[config.mk]
export PLATFORM = sky130hd
export DESIGN_NAME = bram1_req_ctrl
export DESIGN_NICKNAME = d
export VERILOG_FILES = /design/src/rtl/bram1_req_ctrl.sv
export SDC_FILE = /design/constraint.sdc
export NUM_CORES = 1
export LEC_CHECK = 0
export CAP_MARGIN = 20
export CORE_MARGIN = 2
export CORE_UTILIZATION = 51
export DETAILED_ROUTE_END_ITERATION = 8
export GPL_ROUTABILITY_DRIVEN = 1
export GPL_TIMING_DRIVEN = 1
export PLACE_DENSITY = 0.9
export SYNTH_ARGS = -nofsm -noshare
export SYNTH_HDL_FRONTEND = slang
export SYNTH_SLANG_ARGS = --single-unit
[constraint.sdc]
create_clock -name CLK -period 3.65 [get_ports CLK]
set_input_delay 0.9125 -clock CLK [delete_from_list [all_inputs] [get_ports CLK]]
set_output_delay 0.9125 -clock CLK [all_outputs]
set_load 0.02 [all_outputs]
[src/rtl/bram1_req_ctrl.sv]
// bram1_req_ctrl: valid/ready request front end for a single-ported block RAM.
// Read data returns through a small in-order response FIFO. Admission uses
// credits, so a captured read always finds a free FIFO slot.
// Optional feature macro: BRAM1_REQ_CTRL_WRACK_EN. When defined, every write
// also returns a response (rsp_write=1, rsp_rdata=0), in order with reads.
module bram1_req_ctrl #(
  parameter int ADDR_WIDTH = 1,
  parameter int DATA_WIDTH = 1,
  parameter int PIPELINED  = 0,
  parameter int RSP_DEPTH  = 4
) (
  input  logic                  CLK,
  input  logic                  RST_N,
  input  logic                  req_valid,
  output logic                  req_ready,
  input  logic                  req_write,
  input  logic [ADDR_WIDTH-1:0] req_addr,
  input  logic [DATA_WIDTH-1:0] req_wdata,
  output logic                  rsp_valid,
  input  logic                  rsp_ready,
  output logic [DATA_WIDTH-1:0] rsp_rdata,
  output logic                  rsp_write,
  output logic                  bram_en,
  output logic                  bram_we,
  output logic [ADDR_WIDTH-1:0] bram_addr,
  output logic [DATA_WIDTH-1:0] bram_di,
  input  logic [DATA_WIDTH-1:0] bram_do
);

  localparam int LAT = 1 + PIPELINED;
  localparam int CW  = $clog2(RSP_DEPTH + 1);
  localparam int PW  = (RSP_DEPTH > 1) ? $clog2(RSP_DEPTH) : 1;
  localparam logic [CW-1:0] DEPTH_C  = CW'(RSP_DEPTH);
  localparam logic [PW-1:0] LAST_PTR = PW'(RSP_DEPTH - 1);

  logic                  w_accept;
  logic                  w_respond;
  logic                  w_push;
  logic                  w_pop;
  logic [DATA_WIDTH-1:0] w_pushData;
  logic [CW-1:0]         w_inflight;
  logic [CW-1:0]         w_credits;

  logic [LAT-1:0]        r_tagValid;
  logic [DATA_WIDTH-1:0] r_fifoData [RSP_DEPTH];
  logic [PW-1:0]         r_wrPtr;
  logic [PW-1:0]         r_rdPtr;
  logic [CW-1:0]         r_count;

`ifdef BRAM1_REQ_CTRL_WRACK_EN
  logic [LAT-1:0]        r_tagWrite;
  logic [RSP_DEPTH-1:0]  r_fifoWrite;
  logic                  w_pushWrite;
`endif

  // Count responding requests still travelling through the RAM pipeline.
  always_comb begin
    w_inflight = '0;
    for (int i = 0; i < LAT; i++) begin
      w_inflight = w_inflight + CW'(r_tagValid[i]);
    end
  end

  // Credits cover both FIFO occupancy and reads the RAM has yet to return,
  // so every tag that exits the pipeline is guaranteed a slot.
  assign w_credits = r_count + w_inflight;
  assign req_ready = RST_N & (w_credits < DEPTH_C);
  assign w_accept  = req_valid & req_ready;

`ifdef BRAM1_REQ_CTRL_WRACK_EN
  assign w_respond = w_accept;
`else
  assign w_respond = w_accept & ~req_write;
`endif

  assign bram_en   = w_accept;
  assign bram_we   = w_accept & req_write;
  assign bram_addr = req_addr;
  assign bram_di   = req_wdata;

  assign w_push    = r_tagValid[LAT-1];
  assign w_pop     = rsp_valid & rsp_ready;

`ifdef BRAM1_REQ_CTRL_WRACK_EN
  assign w_pushWrite = r_tagWrite[LAT-1];
  assign w_pushData  = w_pushWrite ? '0 : bram_do;
`else
  assign w_pushData  = bram_do;
`endif

  // Latency-matching tag pipeline: a tag reaches the last stage exactly when
  // the RAM's DO holds the data for that request.
  always_ff @(posedge CLK or negedge RST_N) begin
    if (!RST_N) begin
      r_tagValid <= '0;
`ifdef BRAM1_REQ_CTRL_WRACK_EN
      r_tagWrite <= '0;
`endif
    end else begin
      r_tagValid[0] <= w_respond;
`ifdef BRAM1_REQ_CTRL_WRACK_EN
      r_tagWrite[0] <= w_respond & req_write;
`endif
      for (int i = 1; i < LAT; i++) begin
        r_tagValid[i] <= r_tagValid[i-1];
`ifdef BRAM1_REQ_CTRL_WRACK_EN
        r_tagWrite[i] <= r_tagWrite[i-1];
`endif
      end
    end
  end

  // FIFO storage needs no reset; the head is masked while the FIFO is empty.
  always_ff @(posedge CLK) begin
    if (w_push) begin
      r_fifoData[r_wrPtr] <= w_pushData;
    end
  end

`ifdef BRAM1_REQ_CTRL_WRACK_EN
  // Write-ack flag per FIFO entry, cleared so a reset never exposes stale acks.
  always_ff @(posedge CLK or negedge RST_N) begin
    if (!RST_N) begin
      r_fifoWrite <= '0;
    end else if (w_push) begin
      r_fifoWrite[r_wrPtr] <= w_pushWrite;
    end
  end
`endif

  // Pointers and occupancy; a simultaneous push and pop leaves the count alone.
  always_ff @(posedge CLK or negedge RST_N) begin
    if (!RST_N) begin
      r_wrPtr <= '0;
      r_rdPtr <= '0;
      r_count <= '0;
    end else begin
      if (w_push) begin
        r_wrPtr <= (r_wrPtr == LAST_PTR) ? '0 : r_wrPtr + 1'b1;
      end
      if (w_pop) begin
        r_rdPtr <= (r_rdPtr == LAST_PTR) ? '0 : r_rdPtr + 1'b1;
      end
      case ({w_push, w_pop})
        2'b10:   r_count <= r_count + 1'b1;
        2'b01:   r_count <= r_count - 1'b1;
        default: r_count <= r_count;
      endcase
    end
  end

  assign rsp_valid = (r_count != '0);
  assign rsp_rdata = rsp_valid ? r_fifoData[r_rdPtr] : '0;
`ifdef BRAM1_REQ_CTRL_WRACK_EN
  assign rsp_write = rsp_valid & r_fifoWrite[r_rdPtr];
`else
  assign rsp_write = 1'b0;
`endif

`ifndef SYNTHESIS
  // A capture into a full FIFO without a matching pop means credits leaked.
  a_noOverflow: assert property (@(posedge CLK) disable iff (!RST_N)
    !(w_push && !w_pop && (r_count == DEPTH_C)));
`endif

endmodule

# ---- Word-level counts from Yosys, hierarchy flattened
# Memories as Yosys holds them, arrays and structs flattened.
# Index checks and enable logic that the tools add are counted.
dict set report word_totals {
  mem_bits_ro 0
  out_inout_bits 8
  memories 1
  register_bits 8
  input_bits 8
  latch_bits 0
  elab_cells 29
  ram_bits 4
}
# memory words word_bits read_ports rd_clocked_by_memory_dff write_ports line
set memory_table {}
lappend memory_table {r_fifoData 4 1 1 0 1 45} ;# logic [DATA_WIDTH-1:0] r_fifoData [RSP_DEPTH];
dict set report op_classes {
  n_mul 0
  n_lt_le_gt_ge 1
  addsub 5
  shift 0
  muxes 6
  div_mod_pow 0
  reduce_logical 2
  n_bitwise 6
  n_eq_ne 4
}
# op n
set ops {}
lappend ops {{equality test 2 bit, second input constant} 3}
lappend ops {{case mux 3 bit (2 select lines)} 1}
lappend ops {{bitwise AND 1 bit} 5}
lappend ops {{adder 2 x 1 -> 2 bit, second input constant} 2}
lappend ops {{2-to-1 mux 2 bit} 2}
lappend ops {{adder 3 x 1 -> 3 bit} 1}
lappend ops {{adder 3 x 1 -> 3 bit, second input constant} 1}
lappend ops {{less-than comparator 3 bit, second input constant} 1}
lappend ops {{2-to-1 mux 1 bit} 3}
lappend ops {{nonzero test 3 bit} 1}
lappend ops {{subtractor 3 x 1 -> 3 bit, second input constant} 1}
lappend ops {{equality test 2 x 1 -> 1 bit, second input constant} 1}
lappend ops {{nonzero test 2 bit} 1}
lappend ops {{NOT 1 bit} 1}

# ---- Logic depth before layout (Yosys ltp)
dict set report depth {
  ltp_word 5
  ltp_mapped 9
  mapped_depth_nobuf 9
}

# ---- Least setup slack after synthesis
# No wires, ideal clock.
dict set report synth_path {
  path_type {input port to output port}
  startpoint {input RST_N}
  endpoint {output bram_we}
  path_stages 2
  path_buffers 0
  setup_slack_ns 1.216
  required_time_ns 2.738
  t_arrival_ns 1.521
  cell_sequence {a21boi_2 and3_1}
}
dict set report synth_between {
  elab_chain_cells 3
}
# element line
set synth_lines {}
lappend synth_lines {{start, declared} 13} ;# input logic RST_N,
lappend synth_lines {{bitwise AND 1 bit} 67} ;# assign req_ready = RST_N & (w_credits < DEPTH_C);
lappend synth_lines {{bitwise AND 1 bit} 68} ;# assign w_accept = req_valid & req_ready;
lappend synth_lines {{bitwise AND 1 bit} 77} ;# assign bram_we = w_accept & req_write;
lappend synth_lines {{end, declared} 24} ;# output logic bram_we,
# Every way passes these cells.

# ---- Final worst setup path
# Ends and elaborated chain as after synthesis.

==> results.ini <==
[logic_synthesis]
most_numerous_cell_in_the_yosys_netlist = dfrtp_1
dominantRegCellSynth = dfrtp_1
synthesis.area_per_instance_um2 = 12.3
yosys.area.top_type = dfrtp_1
largest_cells_by_area_after_synthesis = dfrtp_1 (29%), edfxtp_1 (17%), ha_1 (11%), and2_1 (4.5%), mux2_4 (4.3%)
netlist_top_cells_count = dfrtp_1 (8), inv_1 (7), ha_1 (6)
yosysTopAreaCellShare = 0.285
synthesis.yosys.warnings = 0
synth-edff-count = 4
syn_area_um2 = 702
post_synth_num_cell_types = 26
synth.net_count = 72
synth-seq-area-share = 0.456
yosys_register_bits = 12
ys_async_sr_fraction = 0.667
post_synth_inst_count = 57

[floorplanning]
ios = 16
std_cell_rows = 13
placeableCoreArea_mm2 = 0.00130
floorplan.die.width_um = 41.1
die-height_um = 41.1
initial_core_util = 0.539
dieArea_mm2 = 0.00169

[cts]
h-tree-depth = 1
hold_buffers = 0
cts_root_buffer = clkbuf_4
post_cts_buffers = 0
post_cts.resized_instances = 0
clk_transition_reported_paths_ns = 0.07
numCtsBuffers = 3
clk-insertion-delay-late_ns = 0.27
tritoncts = done
longest_clk_path_bufs = 2
numClockSinks = 12

[timing]
timing.final.max_slew_violations = 0
maxClockFrequency_ghz = 0.307
timing.final.setup_violations = 0
final-hold-violation-count = 0
setup_total_negative_slack_ns = 0
unrepaired_setup_endpoints_after_global_routing = no
clock_skew_ns = 0.00534
worst_hold_margin_ns = 0.538
final.period_utilization = 0.893
finalWorstPathRequiredPeriod_ns = 3.26

[worst_setup_path]
reg2regPathDepth = 9
setup.worst_path.end_class = output port
required_time_of_the_critical_path_ns = 2.74
cp.arrival_ns = 2.35
path_class = in2out
critical_path.startpoint_type = input pin
critical_path.max_fanout = 4

[worst_hold_path]
holdCritPathClass = reg2reg
worst_hold_path.num_cells = 1

[placement]
dpl-instance-area_um2 = 795
gp_congestion = 0.800
detailedPlacementHpwl_um = 783
place_inst = 79
portBuffers = 10

[job]
number_of_maximum_capacitance_violations = 0

[power]
power_density_mw_per_mm2 = 696
ir_worst_vdd_mv = 0.391
cellLeakagePower_nw = 0.376

[run_status]
status = finished clean

[layout]
finalNonFillerCells = 83
layout_cells_sized_above_1 = 0.162
nets = 84
layout_area_overhead_pct = 16.9
antennaDiodeCount = 0
filler_cell_count = 108
post-route-cell-area_um2 = 821

[drt]
met2RoutedLength_um = 528
route.detailed.vias_per_inst = 5.12
wirelength_routed_um = 987
route.top_layer_used = met4
drtIter0Drc = 4
dr.pass1.iters = 4
final_ant_viol_nets = 0
wl_per_cell_um = 11.9
detail_route.drc_violations = 0
met3WireLength_um = 43
detail_route.wirelength.met1_um = 407
dr_total_vias = 425

[global_route]
grt_pass1_wl_um = 1590
first_global_vias = 400
grt_start_max_net_pins = 11
number_of_antenna_violations_at_the_first_check_in_global_routing = 0
grtUsageTotal = 0.158
gr-total-overflow = 0

[sequential cells by signal (all words and copies together) (netlist names)]
signal,cells
r_fifoData,4
r_count,3
r_rdPtr,2
r_wrPtr,2
r_tagValid,1
[critical path: stages]
cell             delay, ns
clkdlybuf4s50_1       0.47
a21boi_2              0.19
and3_1                0.18
clkdlybuf4s50_1       0.60
[metrics by stage]
step            util  power [W]  setup slack, ns
6_report       0.631   0.000571            0.390
5_1_grt        0.631   0.000623            0.317
4_1_cts        0.631   0.000580            0.381
3_5_place_dp   0.611   0.000493            0.384
3_3_place_gp   0.611   0.000475            0.402
2_1_floorplan      -   0.000417             1.22
[cell type report]
type	instances	area, µm²	share of cell area
Tap cell	15	18.8	0.0229
Timing Repair Buffer	11	108	0.131
Multi-Input combinational cell	34	322	0.392
Clock buffer	4	26.3	0.0320
Sequential cell	12	320	0.390
Inverter	7	26.3	0.0320
[cell usage in the layout (no fill, tap or decap), types with 2 or more instances in the layout]
cell type,instances
and2_1,5
dfrtp_1,8
clkdlybuf4s50_1,10
o21ai_0,2
edfxtp_1,4
inv_1,7
nor2_1,2
xor2_1,2
ha_1,6
mux2_4,2
clkbuf_4,3
[per-layer routing]
metal / up-vias / GRT usage
li1: 205 / -
met1: 208 / 0.160
met2: 10 / 0.273
met3: 2 / 0.0380
met4: 0 / 0.121
met5: - / 0
[report_power, final]
part           internal [W]  switching, W  total (W)
registers          0.000183     0.0000476   0.000231
clock network     0.0000422     0.0000408  0.0000830
logic              0.000140      0.000117   0.000257
total              0.000366      0.000206   0.000571
[kinds of logic (layout without fill, tap and decap cells)]
kind of cell,after synthesis,count (layout),synth area share
simple gates,15,15,0.143
fa+ha+maj,7,7,0.135
xor+xnor,3,3,0.0374
flops,12,12,0.456
other cells,1,1,0.00534
buf+inv,11,22,0.0856
mux,4,4,0.0945
compound gates,4,4,0.0428
[worst paths after layout]
path,start,to,slack [ns]
setup reg to reg,r_count[0]$_DFFE_PN0P_,r_count[2]$_DFFE_PN0P_,1.69
setup / recovery,RST_N,bram_we,0.39
max in group asynchronous,RST_N,r_count[2]$_DFFE_PN0P_,2.58
min in group asynchronous,RST_N,r_wrPtr[1]$_DFFE_PN0P_,0.94
hold reg to reg,r_count[2]$_DFFE_PN0P_,r_count[2]$_DFFE_PN0P_,0.54
hold / removal,r_count[2]$_DFFE_PN0P_,r_count[2]$_DFFE_PN0P_,0.54
Power figures use the tool's default switching activity.
